## config.mk

```make
export PLATFORM = sky130hd
export DESIGN_NAME = logic_gate_pipe
export DESIGN_NICKNAME = d
export VERILOG_FILES = /design/src/rtl/logic_gate_pipe.sv
export SDC_FILE = /design/constraint.sdc
export NUM_CORES = 1
export LEC_CHECK = 0
export CAP_MARGIN = 10
export CELL_PAD_IN_SITES_DETAIL_PLACEMENT = 1
export CELL_PAD_IN_SITES_GLOBAL_PLACEMENT = 2
export CORE_MARGIN = 8
export CORE_UTILIZATION = 30
export DETAILED_ROUTE_END_ITERATION = 10
export PLACE_DENSITY_LB_ADDON = 0.3
export SLEW_MARGIN = 20
export SYNTH_ARGS = -nofsm -noshare
export SYNTH_HDL_FRONTEND = slang
export SYNTH_SLANG_ARGS = --single-unit
```

## constraint.sdc

```tcl
create_clock -name clk -period 1.4 [get_ports clk]
set_clock_uncertainty 0.05 [all_clocks]
set_input_delay 0.28 -clock clk [delete_from_list [all_inputs] [get_ports clk]]
set_output_delay 0.28 -clock clk [all_outputs]
set_load 0.05 [all_outputs]
```

## src/rtl/logic_gate_pipe.sv

```systemverilog
// Two-stage registered bitwise operation unit with valid/ready handshakes.
// Each result travels with its OR/AND/XOR reductions; ACC_OR and ACC_CLR use an internal sticky register.
module logic_gate_pipe #(
  parameter int unsigned WIDTH = 8
) (
  input  logic             clk,
  input  logic             rst_n,
  input  logic             in_valid,
  output logic             in_ready,
  input  logic [WIDTH-1:0] a,
  input  logic [WIDTH-1:0] b,
  input  logic [2:0]       op,
  output logic             out_valid,
  input  logic             out_ready,
  output logic [WIDTH-1:0] y,
  output logic             y_any,
  output logic             y_all,
  output logic             y_par
);

  localparam int unsigned OP_W = 3;

  localparam logic [OP_W-1:0] OP_AND    = 3'b000;
  localparam logic [OP_W-1:0] OP_OR     = 3'b001;
  localparam logic [OP_W-1:0] OP_XOR    = 3'b010;
  localparam logic [OP_W-1:0] OP_NAND   = 3'b011;
  localparam logic [OP_W-1:0] OP_NOR    = 3'b100;
  localparam logic [OP_W-1:0] OP_XNOR   = 3'b101;
  localparam logic [OP_W-1:0] OP_ACC_OR = 3'b110;

  logic             s1_valid_d, s1_valid_q;
  logic [WIDTH-1:0] s1_y_d,     s1_y_q;
  logic [WIDTH-1:0] acc_d,      acc_q;
  logic             out_valid_d, out_valid_q;
  logic [WIDTH-1:0] y_d,        y_q;
  logic             y_any_d,    y_any_q;
  logic             y_all_d,    y_all_q;
  logic             y_par_d,    y_par_q;

  logic             s2_en;
  logic             s1_en;
  logic             accept;
  logic [WIDTH-1:0] res;

  // Stage enables: a stage may load when it is empty or its contents move on this cycle.
  always_comb begin
    s2_en  = !out_valid_q || out_ready;
    s1_en  = !s1_valid_q || s2_en;
    accept = in_valid && s1_en;
  end

  // Operation decode; every op code is legal, 111 yields zero.
  always_comb begin
    res = '0;
    case (op)
      OP_AND:    res = a & b;
      OP_OR:     res = a | b;
      OP_XOR:    res = a ^ b;
      OP_NAND:   res = ~(a & b);
      OP_NOR:    res = ~(a | b);
      OP_XNOR:   res = ~(a ^ b);
      OP_ACC_OR: res = acc_q | a | b;
      default:   res = '0;
    endcase
  end

  // Next-state: acc updates at acceptance so chained ACC_OR beats see each other.
  always_comb begin
    acc_d       = acc_q;
    s1_valid_d  = s1_valid_q;
    s1_y_d      = s1_y_q;
    out_valid_d = out_valid_q;
    y_d         = y_q;
    y_any_d     = y_any_q;
    y_all_d     = y_all_q;
    y_par_d     = y_par_q;

    if (accept && op[2] && op[1]) begin
      acc_d = res;
    end

    if (s1_en) begin
      s1_valid_d = in_valid;
    end
    if (accept) begin
      s1_y_d = res;
    end

    if (s2_en) begin
      out_valid_d = s1_valid_q;
      if (s1_valid_q) begin
        y_d     = s1_y_q;
        y_any_d = |s1_y_q;
        y_all_d = &s1_y_q;
        y_par_d = ^s1_y_q;
      end
    end
  end

  always_ff @(posedge clk or negedge rst_n) begin
    if (!rst_n) begin
      acc_q       <= '0;
      s1_valid_q  <= 1'b0;
      s1_y_q      <= '0;
      out_valid_q <= 1'b0;
      y_q         <= '0;
      y_any_q     <= 1'b0;
      y_all_q     <= 1'b0;
      y_par_q     <= 1'b0;
    end else begin
      acc_q       <= acc_d;
      s1_valid_q  <= s1_valid_d;
      s1_y_q      <= s1_y_d;
      out_valid_q <= out_valid_d;
      y_q         <= y_d;
      y_any_q     <= y_any_d;
      y_all_q     <= y_all_d;
      y_par_q     <= y_par_d;
    end
  end

  assign in_ready  = s1_en;
  assign out_valid = out_valid_q;
  assign y         = y_q;
  assign y_any     = y_any_q;
  assign y_all     = y_all_q;
  assign y_par     = y_par_q;

endmodule

```

[Word-level counts from Yosys, hierarchy flattened]
Cells that the tools add are included.
Cells by class
  shifts and indexed selects: 0
  reduce and logical (&&, ||, !) cells: 12
  eq/ne operators: 6
  div/mod/pow operators: 0
  $mul: 0
  add/subtract/negate cells: 0
  bitwise gates (word level): 8
  $lt $le $gt $ge: 0
  muxes and demuxes: 1
Operators by type and width (count)
  one-hot mux 8 bit (7 select lines): 1
  NOT 8 bit: 3
  bitwise OR 8 bit: 3
  equality test 3 bit, second input constant: 3
  AND 8 bit: 1
  AND reduction 8 bit: 1
  OR reduction 8 bit: 1
  XOR reduction 8 bit: 1
  XOR 8 bit: 1
  equality test 3 x 2 -> 1 bit, second input constant: 2
  equality test 3 x 1 -> 1 bit, second input constant: 1
  logical AND 1 bit: 3
  zero test 3 bit: 1
  zero test 1 bit: 2
  logical OR 1 bit: 2
  AND reduction 2 bit: 1
Word-level totals
  bits in latches: 0
  memories: 0
  RAM bits: 0
  bits in read-only memories: 0
  bits of input ports: 23
  register bits after elaboration: 29
  output and inout bits: 13
  logic and storage cells: 35

[Depth between registers and ports, before layout]
Gate-level depths: netlist of run 1.
  depth in word-level cells: 6
  depth in mapped cells: 6
  depth with buffers taken out: 6

[Worst setup path after synthesis of run 1]
No wires, ideal clock.
  path kind: register -> register
  start point: register out_valid_q, in the netlist out_valid
  end point: register acc_q[5]
  data arrival time: 2.012 ns
  clock period less this slack: 2.187 ns
  path slack: -0.787 ns
  required time: 1.224 ns
  setup time: 0.126 ns
  stages on the path, launching flop included: 7
  path buffers: 2
  cell sequence: dfrtp_1 > nand3b_1 > and4_1 > buf_2 > buf_2 > nor2_1 > a21oi_1
On the way
  longest elaborated chain between the ends: 6
RTL lines
  start: declaration: line 34  | logic out_valid_d, out_valid_q;
  start signal: assignment: line 114  | out_valid_q <= out_valid_d;
  zero test 1 bit: line 47  | s2_en = !out_valid_q || out_ready;
  logical OR 1 bit: line 47
  logical OR 1 bit: line 48  | s1_en = !s1_valid_q || s2_en;
  named net in_ready: line 9  | output logic in_ready,
  logical AND 1 bit: line 49  | accept = in_valid && s1_en;
  logical AND 1 bit (2 in a row): line 78  | if (accept && op[2] && op[1]) begin
  end signal: assignment: line 102  | acc_q <= '0;
  end signal: assignment: line 111  | acc_q <= acc_d;
  end: declaration: line 33  | logic [WIDTH-1:0] acc_d, acc_q;
The timed path passes the listed nets, and every way through them passes these cells.
A chain may end at the register's enable or synchronous reset.

[Worst setup path in the final report of run 1]
  start point: register out_valid_q, in the netlist out_valid
  end point: output in_ready
On the way
  longest elaborated chain between the ends: 3
RTL lines (line)
  zero test 1 bit: 47
  logical OR 1 bit: 47
  logical OR 1 bit: 48
  end: declaration: 9
No other way between the ends.

==> results of run 1 <==
[metrics by stage]
stage	instance area, sq um	worst slack [ps]	hold WS [ps]	util	setup TNS, ps
3_5_place_dp	2910	-487	439	0.438	-8230
5_1_grt	3170	-39.0	327	0.477	-39.0
6_report	3170	20.4	315	0.477	0
4_1_cts	3170	0.284	324	0.478	0
3_3_place_gp	2910	-486	415	0.438	-7620
2_1_floorplan	2050	-508	-65.6	-	-7090
[power groups by stage]
stage	Sequential (W)	Combinational [W]	Clock, W
global route	0.00119	0.00159	0.000758
CTS	0.00117	0.00149	0.000727
floorplan	0.00138	0.000496	0
detailed placement	0.00118	0.00142	0
global placement	0.00118	0.00140	0
finish	0.00117	0.00147	0.000695
[worst max-delay path: stages, from the launching register on]
cell      delay, ps
dfrtp_2         400
nand3b_1        120
buf_4           130
buf_12          120
[layer usage]
metal | track usage | vias up
met5 | 0 | -
met4 | 0.0378 | 0
met3 | 0.0277 | 7
met2 | 0.215 | 31
met1 | 0.139 | 911
li1 | - | 938
[Yosys cell counts, drive strengths merged, types with 2 or more instances]
master	number	area, sq um
nor2	24	90.1
a22oi	3	22.5
a21oi	14	70.1
nand2b	8	50.1
nand3b	7	52.6
nor2b	5	33.8
clkbuf	2	7.51
a31oi	8	50.1
o21ai	13	65.1
xnor2	3	26.3
o31ai	5	37.5
dfrtp	29	726
ha	24	300
a211oi	4	40.0
a21o	6	45.0
inv	24	90.1
nor3b	2	20.0
buf	12	62.6
o221a	3	33.8
nand2	18	67.6
a221oi	2	17.5
[state kept, by name, indices dropped and copies added (netlist names)]
| signal | cells |
|---|---|
| out_valid | 1 |
| acc_q | 8 |
| y_any | 1 |
| s1_valid_q | 1 |
| y | 8 |
| y_all | 1 |
| y_par | 1 |
| s1_y_q | 8 |
[layout by cell type, fill, tap and decap left out, types with 3 or more instances in the layout]
cell type,instances
nor2b_1,4
xnor2_1,3
inv_1,16
o221a_1,3
ha_4,8
o21ai_0,11
nand2_1,18
nand3b_1,7
buf_12,17
a31oi_1,8
inv_2,8
clkbuf_8,6
a211oi_2,3
a21oi_1,12
o31ai_1,5
dfrtp_1,28
ha_1,15
buf_4,41
a21o_1,6
nor2_1,23
dlygate4sd2_1,16
nand2b_1,8
[cell families (layout without fill, tap and decap cells)]
group	count (synthesis)	count (layout)	synth area share
buffers and inverters	38	113	0.0791
AND/OR/NAND/NOR	74	74	0.192
flip-flops	29	29	0.358
AO/OA/AOI/OAI	62	62	0.209
XOR/XNOR	3	3	0.0130
adder cells (fa/ha/maj)	24	24	0.148
[cell type report]
class                      count  area (sq um)  share of cell area
multi-input combinational    163          1290               0.407
inverter                      24          90.1              0.0284
tap                           80           100              0.0316
timing repair buffer          81           873               0.275
clock buffer                   8          90.1              0.0284
sequential                    29           727               0.229
[what timing repair did]
item | in CTS | in global routing
buffers inserted | 2 | 0
setup endpoints to repair | 17 | 14
pin swaps | 23 | 4
gates resized for setup | 48 | 7
gates cloned | 1 | 0
[how the worst max path moves through the flow]
stage          cells after the start  slack, ps         to
6_report                           3         20   in_ready
5_1_grt                            3        -40   in_ready
4_1_cts                            3        0.3   in_ready
3_5_place_dp                       7       -490  s1_y_q[2]
3_3_place_gp                       7       -490  s1_y_q[3]
2_1_floorplan                      6       -510   acc_q[5]
==> metrics.md, run 1 <==
| Metric | Value |
|---|---|
| Root buf cell | clkbuf_8 |
| Total grt overflow | 0 |
| Seq cells post-synth | 29 |
| Non-filler cells, final | 385 |
| Routability cong. | 0.799 |
| DRC viols | 0 |
| Worst Path Max Fanout | 2 |
| FMAX | 725 MHz |
| Fill cell count | 761 |
| Layout cell share with drive strength beyond 1 | 0.331 |
| Row cnt | 30 |
| Core area | 6640 sq um |
| Maxcap violations | 0 |
| CP Data Arrival Time | 1050 ps |
| Post-synthesis cell area | 2020 sq um |
| I/O pin count | 36 |
| 1st-iter DRT viols | 66 |
| TritonCTS clock tree | yes |
| Clock tree buffer depth | 2 |
| CTS Hold Buffers Added | 0 |
| Synth warn | 0 |
| Worst Path Required | 1070 ps |
| Internal | 0.00216 W |
| Die X | 98.1 um |
| Area Overhead vs Synth | 56.7% |
| Clock sink count | 29 |
| Worst slew pin tran | 304 ps |
| Total CTS buffers | 5 |
| Slew Limit Fails | 0 |
| Switching pwr | 0.00117 W |
| Logic gate share of total power | 0.441 |
| Initial Utilization | 0.305 |
| Die area | 9630 sq um |
| Pre-antenna DRT Iters | 4 |
| Endpoints failing hold | 0 |
| Total Nets Final | 351 |
| Syn Nets | 277 |
| Worst setup SP type | register |
| Power share of the sequential group | 0.350 |
| Worst-Skew Late Latency | 270 ps |
| Highest Signal Layer | met4 |
| Dpl cells | 374 |
| Worst setup path start | out_valid |
| Reg2Reg Setup Slack | 40 ps |
| Wire length on met1 | 2580 um |
| First-pass GRT wire length | 9520 um |
| Post-synth cell types | 40 |
| PortBufs | 35 |
| P_leak | 1.46 nW |
| Initial antenna violation count | 0 |
| Post-DRT Antenna Nets | 0 |
| Max VDD drop | 0.359 mV |
| Reg clk slew, reported paths | 60 ps |
| Total Power | 0.00333 W |
| Status | complete, no violations |
| PwrDens | 1050 nW/um^2 |
| Post-synth EDFFs | 0 |
| Drt via density | 4.90 |
| Rel. slew slack | 0.796 |
| Seq/Total Area, Yosys | 0.358 |
| Ys flop type | dfrtp_1 |
| Clock share of power | 0.209 |
| Vias post-DR | 1887 |
| Total track usage | 0.121 |
| Post-Route WL | 5680 um |
| R2R Path End | y_par |
| Synthesized instance count | 230 |
| Worst setup EP type | output pin |
| Minimum clock period | 1380 ps |
| Post-synthesis async set-or-reset flop share | 1.00 |
| Number of cells on the worst reg-to-reg path | 5 |
| Mean area per synthesized cell | 8.80 sq um |
| H-tree depth | 2 |
| Setup Crit Path Kind | register to output pin |
| Sw frac | 0.353 |
| Final setup fails | 0 |
| Drt wl/cell | 14.8 um |
| Met3 WL | 154 um |
| Vias in the first global route | 2033 |
| HPWL after DPL | 4310 um |
| Worst r2r src | s1_y_q[0] |
| RSZ-0062 raised after global routing | true |
| Antenna Diode Count | 0 |
| Hold WC Path Type | primary input to async pin |
| Die Height | 98.1 um |
| Fin crit share | 0.985 |
| Met2 wire length | 2860 um |
| Largest net degree at the start of global routing | 30 |
(Power assumes the default switching activity.)
==> inputs of run 2 (changes only) <==
- ABC_AREA: default -> 1
- CORE_UTILIZATION: 30 -> 29
- clock period: 1.4 -> 1.55 ns (I/O delays scaled with it)
==> run 2 against run 1 <==
Net effect: sequential cell count stayed put; sequential share of layout area increased by 0.30 points; die area rose by 8.8%; global-route usage rose by 1.1 points; sequential power shrank 5%; design area is 1.3% lower; routed wire length increased by 15%; largest cell class unchanged; highest routed layer unchanged.
==> metrics.md, run 2 <==
| Metric | Value |
|---|---|
| First-pass GRT wire length | 10800 um |
| Clock tree buffer depth | 2 |
| Root buf cell | clkbuf_8 |
| Commonest non-fill, non-tap cell in the layout | nand2_1 |
| Pre-antenna DRT Iters | 4 |
| Synth area leader | dfrtp_1 |
| Slew Limit Fails | 0 |
| Routability cong. | 0.780 |
| Drt via density | 4.46 |
| Row cnt | 31 |
| Total track usage | 0.132 |
| Synth warn | 0 |
| Initial antenna violation count | 0 |
| Worst-Skew Late Latency | 280 ps |
| Synthesized instance count | 322 |
| Total CTS buffers | 5 |
| Rel. slew slack | 0.735 |
| Initial Utilization | 0.298 |
| 1st-iter DRT viols | 37 |
| Vias post-DR | 2148 |
| Status | complete, no violations |
| Max VDD drop | 0.405 mV |
| Area Overhead vs Synth | 44.6% |
| Core Util, Final | 0.432 |
| PwrDens | 1010 nW/um^2 |
| Syn Nets | 369 |
| Die X | 102 um |
| Worst Path Required | 1670 ps |
| P_leak | 1.72 nW |
| H-tree depth | 2 |
| Seq cells post-synth | 29 |
| Post-synthesis async set-or-reset flop share | 1.00 |
| HPWL after DPL | 5290 um |
| Ranking of synthesized cells by area | dfrtp_1, nand2_1, ha_1 |
| CP Data Arrival Time | 1600 ps |
| TritonCTS clock tree | yes |
| Fin crit share | 0.950 |
| Worst Path Max Fanout | 2 |
| Area taken by multi-input logic gates | 1320 sq um |
| Post-synth EDFFs | 0 |
| Die area | 10500 sq um |
| Commonest cells after routing, fill and taps aside | nand2_1, inv_1, nor2_1, dfrtp_1, buf_4 |
| I/O pin count | 36 |
| Setup WS post-layout | 77.2 ps |
| Endpoints failing hold | 0 |
| Mean area per synthesized cell | 6.72 sq um |
| Yosys top cell area share | 0.335 |
| FMAX | 679 MHz |
| Post-DRT Antenna Nets | 0 |
| Drt wl/cell | 13.5 um |
| Core area | 7250 sq um |
| Ys flop type | dfrtp_1 |
| Hold WC Path Type | primary input to async pin |
| Total grt overflow | 0 |
| Total Power | 0.00317 W |
| Fill cell count | 922 |
| Post-synth cell types | 19 |
| Minimum clock period | 1470 ps |
| Post-synthesis cell area | 2160 sq um |
| Die Height | 102 um |
| Worst setup EP type | register |
| Setup Crit Path Kind | primary input to register |
| Most common cell in the netlist | nand2_1 |
| Seq/Total Area, Yosys | 0.335 |
| PortBufs | 35 |
| Number of cells on the worst reg-to-reg path | 6 |
| Synth top cells by count | nand2_1, inv_1, nor2_1, dfrtp_1, ha_1 |
| Largest net degree at the start of global routing | 21 |
| Total Nets Final | 429 |
| Final setup fails | 0 |
| Maxcap violations | 0 |
| Post-Route WL | 6500 um |
| Setup TNS | 0 ps |
| Clock sink count | 29 |
| Worst slew pin tran | 397 ps |
| Register area | 727 sq um |
| Reg clk slew, reported paths | 60 ps |
| Antenna Diode Count | 0 |
| Vias in the first global route | 2313 |
| DP Worst Slack | -355 ps |
| Layout cell share with drive strength beyond 1 | 0.188 |
| DRC viols | 0 |
| Worst setup SP type | primary input |
[run 2: cell count changes in the layout (fill, tap and decap cells not counted), sizes merged, moves of 9 or more]
| cell | change |
|---|---|
| buf | -20 |
| nand2 | +118 |
| inv | +24 |
| nand4 | +9 |
| dlygate4sd2 | -14 |
| a21oi | -13 |
| nand3 | +16 |
| clkdlybuf4s50 | +12 |
| nor2 | +14 |
[run 2: worst max-delay path, cell delays in order]
cell             delay, ps
clkdlybuf4s50_1        510
inv_2                   60
ha_4                   260
inv_1                   30
nand2_1                 60
nand2_1                 50
nor2_1                  90
nand2_1                 80
nand2_1                 80
nand2_1                 60
[run 2: repair_timing]
item                                    in CTS  in global routing
endpoints found under the setup margin      13                 17
pin swaps                                    1                  4
buffers inserted                             0                  1
hold buffers                                 0                  0
resized for setup                            4                 25
[run 2: through the flow]
step,instances,hold WS (ps),instance area [sq um]
finish,482,311,3130
global route,482,330,3130
CTS,481,303,3010
detailed placement,473,443,2930
global placement,473,426,2930
floorplan,322,-35.6,2180
[run 2: metal layers]
layer  track usage  routed length [um]  vias up
met5             0                   0        -
met4        0.0553                 152        0
met3        0.0245                 200       14
met2         0.228                3270       31
met1         0.154                2880     1010
li1              -                   -     1093
[run 2: cell type report]
type / count / share of cell area
multi-input cells: 238 / 0.422
flip-flops and latches: 29 / 0.232
repair buffers: 60 / 0.223
inverters: 48 / 0.0584
well taps: 99 / 0.0396
clock buffers: 8 / 0.0256
[run 2: cells by family (layout without fill, tap and decap cells)]
logic type,count (synthesis),count (layout),synth area share
AO/OA/AOI/OAI,10,10,0.0231
flip-flops,29,29,0.335
AND/OR/NAND/NOR,201,201,0.387
adder cells (fa/ha/maj),24,24,0.139
XOR/XNOR,3,3,0.0121
buffers and inverters,55,116,0.103
[run 2: worst paths after layout]
path                           start         end  slack (ps)
max                             b[1]    acc_q[1]          80
max in group asynchronous      rst_n        y[2]         900
min in group clk           out_ready  s1_valid_q         380
min reg2reg                 acc_q[6]    acc_q[6]         460
max reg2reg                s1_y_q[4]       y_par         200
min                            rst_n    acc_q[6]         310
[run 2: report_power, final]
group / switching [W] / total [W] / internal, W
clock network: 0.000282 / 0.000600 / 0.000318
logic: 0.000784 / 0.00146 / 0.000675
registers: 0.000173 / 0.00111 / 0.000933
total: 0.00124 / 0.00317 / 0.00193
==> inputs of run 3 (changes only) <==
- CTS_CLUSTER_SIZE: default -> 10
==> results of run 3 <==
No change in the layout: final DEF, timing and power equal those of run 2.
